===== config.mk =====
export PLATFORM = sky130hd
export DESIGN_NAME = vc_read_scheduler
export DESIGN_NICKNAME = d
export VERILOG_FILES = /design/src/rtl/vc_read_scheduler.sv
export SDC_FILE = /design/constraint.sdc
export NUM_CORES = 1
export LEC_CHECK = 0
export CAP_MARGIN = 20
export CORE_AREA = 2 2 39 41
export CTS_CLUSTER_SIZE = 10
export DETAILED_ROUTE_END_ITERATION = 16
export DIE_AREA = 0 0 41 43
export GPL_TIMING_DRIVEN = 1
export PLACE_DENSITY = 0.64
export SYNTH_ARGS = -nofsm -noshare
export SYNTH_HDL_FRONTEND = slang
export SYNTH_SLANG_ARGS = --single-unit
export TNS_END_PERCENT = 50

===== constraint.sdc =====
create_clock -name clk -period 2.2 [get_ports clk]
set_input_delay 0.44 -clock clk [delete_from_list [all_inputs] [get_ports clk]]
set_output_delay 0.44 -clock clk [all_outputs]
set_load 0.03 [all_outputs]

===== src/rtl/vc_read_scheduler.sv =====
// Read-slot scheduler for one router input port: picks one eligible VC buffer per
// cycle in flit-level round-robin order and tracks each VC's packet framing.
package vc_read_scheduler_pkg;
    typedef enum logic [1:0] {
        HEAD     = 2'd0,
        BODY     = 2'd1,
        TAIL     = 2'd2,
        HEADTAIL = 2'd3
    } flit_label_t;
endpackage

// state  | meaning
// IDLE   | between packets; HEAD or HEADTAIL expected next
// ACTIVE | head read, tail not yet read; BODY or TAIL expected next
module vc_read_scheduler
    import vc_read_scheduler_pkg::*;
#(
    parameter  int VC_NUM  = 2,
    localparam int VC_SIZE = $clog2(VC_NUM)
) (
    input  logic               clk,
    input  logic               rst,
    input  logic [VC_NUM-1:0]  is_empty_i,
    input  logic [VC_NUM-1:0]  on_off_i,
    input  flit_label_t        flit_label_i [VC_NUM],
    input  logic               stall_i,
    output logic [VC_NUM-1:0]  read_o,
    output logic               valid_o,
    output logic [VC_SIZE-1:0] vc_sel_o,
    output logic [VC_NUM-1:0]  packet_active_o,
    output logic               protocol_err_o
);

    typedef enum logic {
        IDLE   = 1'b0,
        ACTIVE = 1'b1
    } vc_state_t;

    logic [VC_NUM-1:0]  elig;
    logic [VC_SIZE-1:0] rr_ptr;
    logic [VC_SIZE:0]   scan;
    vc_state_t          state_q [VC_NUM];
    vc_state_t          state_d [VC_NUM];
    logic               err_q;
    logic               err_set;

    // Grant is also gated by rst so nothing is read while the port is held in reset.
    assign elig = ~is_empty_i & on_off_i & {VC_NUM{~stall_i & rst}};

    // Scan one extra bit wide so the modulo wrap works for non-power-of-2 VC_NUM.
    always_comb begin
        read_o   = '0;
        valid_o  = 1'b0;
        vc_sel_o = '0;
        scan     = '0;
        for (int i = 0; i < VC_NUM; i++) begin
            scan = {1'b0, rr_ptr} + (VC_SIZE+1)'(i);
            if (scan >= (VC_SIZE+1)'(VC_NUM)) begin
                scan = scan - (VC_SIZE+1)'(VC_NUM);
            end
            if (!valid_o && elig[scan[VC_SIZE-1:0]]) begin
                valid_o  = 1'b1;
                vc_sel_o = scan[VC_SIZE-1:0];
            end
        end
        if (valid_o) begin
            read_o[vc_sel_o] = 1'b1;
        end
    end

    always_comb begin
        state_d = state_q;
        err_set = 1'b0;
        if (valid_o) begin
            case (state_q[vc_sel_o])
                IDLE: begin
                    case (flit_label_i[vc_sel_o])
                        HEAD:     state_d[vc_sel_o] = ACTIVE;
                        HEADTAIL: state_d[vc_sel_o] = IDLE;
                        default:  err_set = 1'b1;
                    endcase
                end
                ACTIVE: begin
                    case (flit_label_i[vc_sel_o])
                        BODY: state_d[vc_sel_o] = ACTIVE;
                        TAIL: state_d[vc_sel_o] = IDLE;
                        HEAD: err_set = 1'b1;
                        default: begin
                            state_d[vc_sel_o] = IDLE;
                            err_set           = 1'b1;
                        end
                    endcase
                end
                default: err_set = 1'b0;
            endcase
        end
    end

    always_ff @(posedge clk or negedge rst) begin
        if (!rst) begin
            rr_ptr <= '0;
            err_q  <= 1'b0;
            for (int v = 0; v < VC_NUM; v++) begin
                state_q[v] <= IDLE;
            end
        end else begin
            if (valid_o) begin
                rr_ptr <= (vc_sel_o == VC_SIZE'(VC_NUM-1)) ? '0 : vc_sel_o + 1'b1;
            end
            for (int v = 0; v < VC_NUM; v++) begin
                state_q[v] <= state_d[v];
            end
            if (err_set) begin
                err_q <= 1'b1;
            end
        end
    end

    always_comb begin
        packet_active_o = '0;
        for (int v = 0; v < VC_NUM; v++) begin
            packet_active_o[v] = (state_q[v] == ACTIVE);
        end
    end

    assign protocol_err_o = err_q;

endmodule


==> results_dict.tcl, run 1 <==
set metrics [dict create \
    reg2regPathDepth 9 \
    min_path_type "primary input to asynchronous set/reset pin" \
    p_leak_uw 0.000335 \
    grtUsageTotal 0.147 \
    tightest_slew_ps 315 \
    r2r_end "protocol_err_o$_DFFE_PN0P_" \
    timing.final.setup_violations 0 \
    io_pins 18 \
    max-vdd-ir-drop_mv 0.327 \
    postCtsSetupRepairBufs 0 \
    fin_skew_ps 4.85 \
    crit_family "buffers and inverters" \
    clockBufferDepth 2 \
    die_w_um 41 \
    maxCapViolCount 0 \
    swShare 0.356 \
    grt_start_max_net_pins 8 \
    crit_top_cell "buf_4" \
    r2r_slack_ps 420 \
    maxSlewViolCount 0 \
    rr_startpoint "rr_ptr$_DFFE_PN0P_" \
    layout_common_cells "clkdlybuf4s50_1 (12), buf_4 (12), nand2_1 (6), inv_1 (4), dfrtp_1 (4)" \
    ys_types 29 \
    pwr-share-clk 0.275 \
    synth.largest_area_cell "dfrtp_1" \
    synthTopCellsByArea "dfrtp_1 (24%), nand2_1 (8.2%), xor2_1 (4.2%)" \
    yosysSeqAreaShare 0.242 \
    clkTransAtPathRegs_ps 40 \
    cts_sinks 4 \
    row_count 14 \
    cp_max_fo 6 \
    h-tree-depth 1 \
    syn_nets 61 \
    syn_to_final_growth_pct 74.0 \
    power.internal_uw 225 \
    critPathLaunchType "primary input" \
    antenna_cells 0 \
    initial_core_util 0.299 \
    grt_pass1_vias 441 \
    max_freq_mhz 470 \
    max_stage_delay_ps 480 \
    period_share 0.967 \
    ys_warn_count 0 \
    nets 90 \
    drt_wl_total_um 1160 \
    core_um2 1380 \
    setup_tns_ps 0 \
    combinationalPowerShare 0.408 \
    dpl.hpwl_um 863 \
    crit_path_end_kind "output port" \
    fin_area_um2 721 \
    antenna_left 0 \
    via_per_inst 4.99 \
    critPathRequiredTime_ps 1760 \
    cts_tree "built" \
    drive_gt1_frac 0.382 \
    yosysTopAreaCellShare 0.242 \
    hold_ws_ps 505 \
    cpMaxStageDelayCell "clkdlybuf4s50_1" \
    route.detailed.drc 0 \
    min_period_ps 2130 \
    power_uw 349 \
    vias 459 \
    antenna_found_initial 0 \
    drt-initial-drc-count 2 \
    syn_area_per_cell_um2 8.45 \
    gr-total-overflow 0 \
    fin_util 0.521 \
    cp_cell_sequence "clkdlybuf4s50_1 > buf_4 > nand4bb_1 > a21o_1 > inv_1 > buf_4" \
    drt-pass1-iter-count 2 \
    hold_viol_final 0 \
    ys_ff_latch 4 \
    synth_area_um2 414 \
    port_buffers 17 \
    critPathKind "primary input to output port" \
    seq_power_share 0.317 \
    crit_arrival_ps 1690 \
    place_area_um2 643 \
    die_y_um 43 \
    insertion_delay_ps 240 \
    netlist_instances 49 \
    cts_buffers 3 \
    status "finished, final reports clean" \
    grt_first_pass_wirelength_um 1770 \
    ctsHoldBuffers 0 \
    wl_per_cell_um 12.6 \
    slew_headroom 0.789 \
    power.switching_uw 124 \
    place.gp.congestion 0.825 \
    root_buffer "clkbuf_4" \
    power.density_cell_area_nw_per_um2 485 \
    path_buf_inv 4 \
    dieArea_um2 1760 \
]
[cells in the mapped netlist]
master	count
nand2_1	9
dfrtp_1	4
inv_1	4
a21oi_1	3
nand2b_1	2
nor2_1	2
o21ai_0	2
xor2_1	2
a2111oi_0	1
a211o_1	1
a211oi_1	1
a21boi_2	1
a21o_1	1
a2bb2oi_1	1
a311oi_1	1
and2b_2	1
and4bb_1	1
buf_6	1
ha_1	1
inv_2	1
mux2_4	1
mux2i_1	1
nand2b_4	1
nand4bb_1	1
nor4_1	1
o21ai_1	1
o21ai_4	1
o22ai_1	1
xnor2_1	1
[power by group through the flow]
stage,registers [uW],clock network [uW],logic (uW)
after floorplan,120,0,56.8
after global placement,108,0,130
after detailed placement,108,0,132
after CTS,108,104,133
after global routing,114,107,154
final,111,96.2,142
[through the flow]
step,cells,setup slack (ps)
3_3_place_gp,89,-304
5_1_grt,92,-4.60
4_1_cts,92,47.1
3_5_place_dp,89,-314
6_report,92,71.6
2_1_floorplan,49,153
[area by class of cell]
type	instances	area, um^2
fill	145	663
tap	16	20.0
inverter	5	18.8
clock buffer	3	22.5
multi-input combinational	39	337
sequential	4	100
timing repair buffer	25	223
[how the worst max path moves through the flow]
stage | slack [ps] | depth (start not counted) | endpoint | from
global placement | -300 | 11 | protocol_err_o$_DFFE_PN0P_ | is_empty_i[1]
detailed placement | -310 | 11 | protocol_err_o$_DFFE_PN0P_ | is_empty_i[1]
global route | -5 | 11 | protocol_err_o$_DFFE_PN0P_ | is_empty_i[1]
finish | 70 | 6 | read_o[0] | rst
CTS | 50 | 11 | protocol_err_o$_DFFE_PN0P_ | is_empty_i[1]
floorplan | 150 | 10 | protocol_err_o$_DFFE_PN0P_ | is_empty_i[1]
[timing repair]
action                     4_1_cts  5_1_grt
pin swaps                        0        3
gates resized for setup          2        9
setup endpoints to repair        1        1
[cells by family (layout without fill, tap and decap cells)]
| logic type | count (synthesis) | after routing | share of synthesized area |
|---|---|---|---|
| AND/OR/NAND/NOR | 18 | 18 | 0.257 |
| AO/OA/AOI/OAI | 15 | 15 | 0.275 |
| buffers and inverters | 6 | 33 | 0.0725 |
| flip-flops | 4 | 4 | 0.242 |
| XOR/XNOR | 3 | 3 | 0.0635 |
| multiplexers | 2 | 2 | 0.0604 |
| adder cells (fa/ha/maj) | 1 | 1 | 0.0302 |
[metal layers]
layer / part of all wire / routed length (um) / vias up / global-route usage
met2: 0.51 / 591 / 12 / 0.241
li1: - / - / 231 / -
met4: 0.017 / 20 / 0 / 0.0800
met3: 0.070 / 81 / 2 / 0.0262
met1: 0.40 / 466 / 214 / 0.169
met5: 0 / 0 / - / 0
[worst reg2reg max path: cells and delay by family, from the launching register on]
kind	cells	cell delay [ps]
AO/OA/AOI/OAI	4	580
adder cells (fa/ha/maj)	1	260
AND/OR/NAND/NOR	3	280
buffers and inverters	1	80
flip-flops	1	470
Power figures use the tool's default switching activity.
==> run 2: changes to the inputs <==
Settings changed: GPL_ROUTABILITY_DRIVEN from default to 0.
==> results of run 2 <==
The final DEF is identical to that of run 1; final timing and power are the same.
==> run 3: changes to the inputs <==
Settings changed: CORE_AREA 2 2 39 41 to default, CORE_UTILIZATION from default to 25, DIE_AREA 0 0 41 43 to default, PLACE_DENSITY 0.64 to 0.57.
==> run 3 against run 2 <==
Compared with the run above:
- via count decreased by 3.3%
- register-to-register slack about the same
- combinational power shrank 6%
- die area grew 3.4%
- critical path depth rose by 5
- design area is 4.3% lower
- worst hold slack worse by 2.4 ps
- first-iteration DRC count grew to 2.5 times the previous value
- highest routed layer is now met3
==> results_dict.tcl, run 3 (synthesis gave the netlist of run 1 again) <==
set metrics [dict create \
    highest_layer "met3" \
    maxCapViolCount 0 \
    grtUsageTotal 0.126 \
    fin_area_um2 689 \
    reg2regPathDepth 9 \
    max_stage_delay_ps 460 \
    insertion_delay_ps 230 \
    antenna_cells 0 \
    period_share 0.955 \
    timing.final.setup_violations 0 \
    max_freq_mhz 476 \
    final_common_cell "buf_4" \
    critPathKind "primary input to register" \
    h-tree-depth 1 \
    drive_gt1_frac 0.308 \
    die_y_um 42.7 \
    cpMaxStageDelayCell "clkdlybuf4s50_1" \
    drt-initial-drc-count 5 \
    cts_resized 0 \
    max-vdd-ir-drop_mv 0.374 \
    die_w_um 42.7 \
    crit_arrival_ps 2260 \
    r2r_end "protocol_err_o$_DFFE_PN0P_" \
    slew_headroom 0.796 \
    rr_startpoint "rr_ptr$_DFFE_PN0P_" \
    via_per_inst 4.72 \
    drt_wl_total_um 1020 \
    io_pins 18 \
    place_area_um2 658 \
    syn_to_final_growth_pct 66.5 \
    clkTransAtPathRegs_ps 40 \
    met3_length_um 40 \
    antenna_left 0 \
    dieArea_um2 1820 \
    route.layer.met1.wl_um 552 \
    root_buffer "clkbuf_4" \
    crit_path_end_kind "register" \
    path_buf_inv 2 \
    initial_core_util 0.272 \
    vias 444 \
    rsz0062_at_grt "no" \
    crit_family "buffers and inverters" \
    route.detailed.drc 0 \
    endpoint "protocol_err_o$_DFFE_PN0P_" \
    grt_pass1_vias 402 \
    maxSlewViolCount 0 \
    p_leak_uw 0.000339 \
    power.density_cell_area_nw_per_um2 481 \
    cts_tree "built" \
    critPathRequiredTime_ps 2360 \
    critPathLaunchType "primary input" \
    nets 92 \
    status "finished, final reports clean" \
    n_fill_cell 163 \
    dpl.hpwl_um 834 \
    min_path_type "primary input to asynchronous set/reset pin" \
    port_buffers 17 \
    fin_skew_ps 5.10 \
    clockBufferDepth 2 \
    tightest_slew_ps 304 \
    cts_sinks 4 \
    core_um2 1520 \
    wl_per_cell_um 10.8 \
    cts_buffers 3 \
    setup.worst_path.start "is_empty_i[1]" \
    wl_met2_um 427 \
    cp_max_fo 4 \
    antenna_found_initial 0 \
    ctsHoldBuffers 0 \
    postCtsSetupRepairBufs 0 \
    fin_util 0.452 \
    drt-pass1-iter-count 4 \
    gr-total-overflow 0 \
    cp_cell_sequence "clkdlybuf4s50_1 > and4bb_1 > o21ai_4 > inv_2 > nand2_1 > nand2_1 > ha_1 > nand2b_1 > a2111oi_2 > a311oi_1 > o21ai_1" \
    min_period_ps 2100 \
    layout_common_cells "buf_4 (14), clkdlybuf4s50_1 (12), nand2_1 (9), inv_1 (4), dfrtp_1 (4)" \
    row_count 14 \
    r2r_slack_ps 430 \
    grt_first_pass_wirelength_um 1770 \
    hold_viol_final 0 \
    grt_start_max_net_pins 8 \
    crit_top_cell "nand2_1" \
    path_depth 11 \
]
[run 3: layer usage]
layer	GRT usage	vias to the layer above
li1	-	236
met1	0.202	200
met2	0.164	8
met3	0.0255	0
met4	0.0375	0
met5	0	-
[run 3: layout make-up]
class	instances	area [um^2]	area share
clock buffer	3	22.5	0.0327
inverter	5	18.8	0.0272
multi-input combinational	39	290	0.421
sequential	4	100	0.145
tap	16	20.0	0.0290
timing repair buffer	27	238	0.345
[run 3: worst min-delay path by stage]
| stage | depth (start not counted) | to | slack (ps) |
|---|---|---|---|
| global route | 2 | protocol_err_o$_DFFE_PN0P_ | 510 |
| finish | 2 | asynchronous set/reset pin | 500 |
| global placement | 2 | protocol_err_o$_DFFE_PN0P_ | 490 |
| CTS | 2 | protocol_err_o$_DFFE_PN0P_ | 490 |
| floorplan | 0 | asynchronous set/reset pin | 140 |
| detailed placement | 2 | protocol_err_o$_DFFE_PN0P_ | 500 |
[run 3: stage by stage]
step	instances	total power [uW]	worst slack, ps	hold slack [ps]	TNS [ps]
floorplan	49	177	153	144	0
global placement	91	242	-195	492	-210
detailed placement	91	242	-227	500	-244
CTS	94	337	16.6	494	0
global route	94	354	12.4	513	0
finish	94	332	99.1	502	0
[run 3: power by group]
group | total, uW | switching [uW] | internal (uW)
clock network | 89.8 | 28.8 | 61.0
logic | 134 | 61.4 | 73.0
registers | 108 | 21.7 | 86.1
total | 332 | 112 | 220
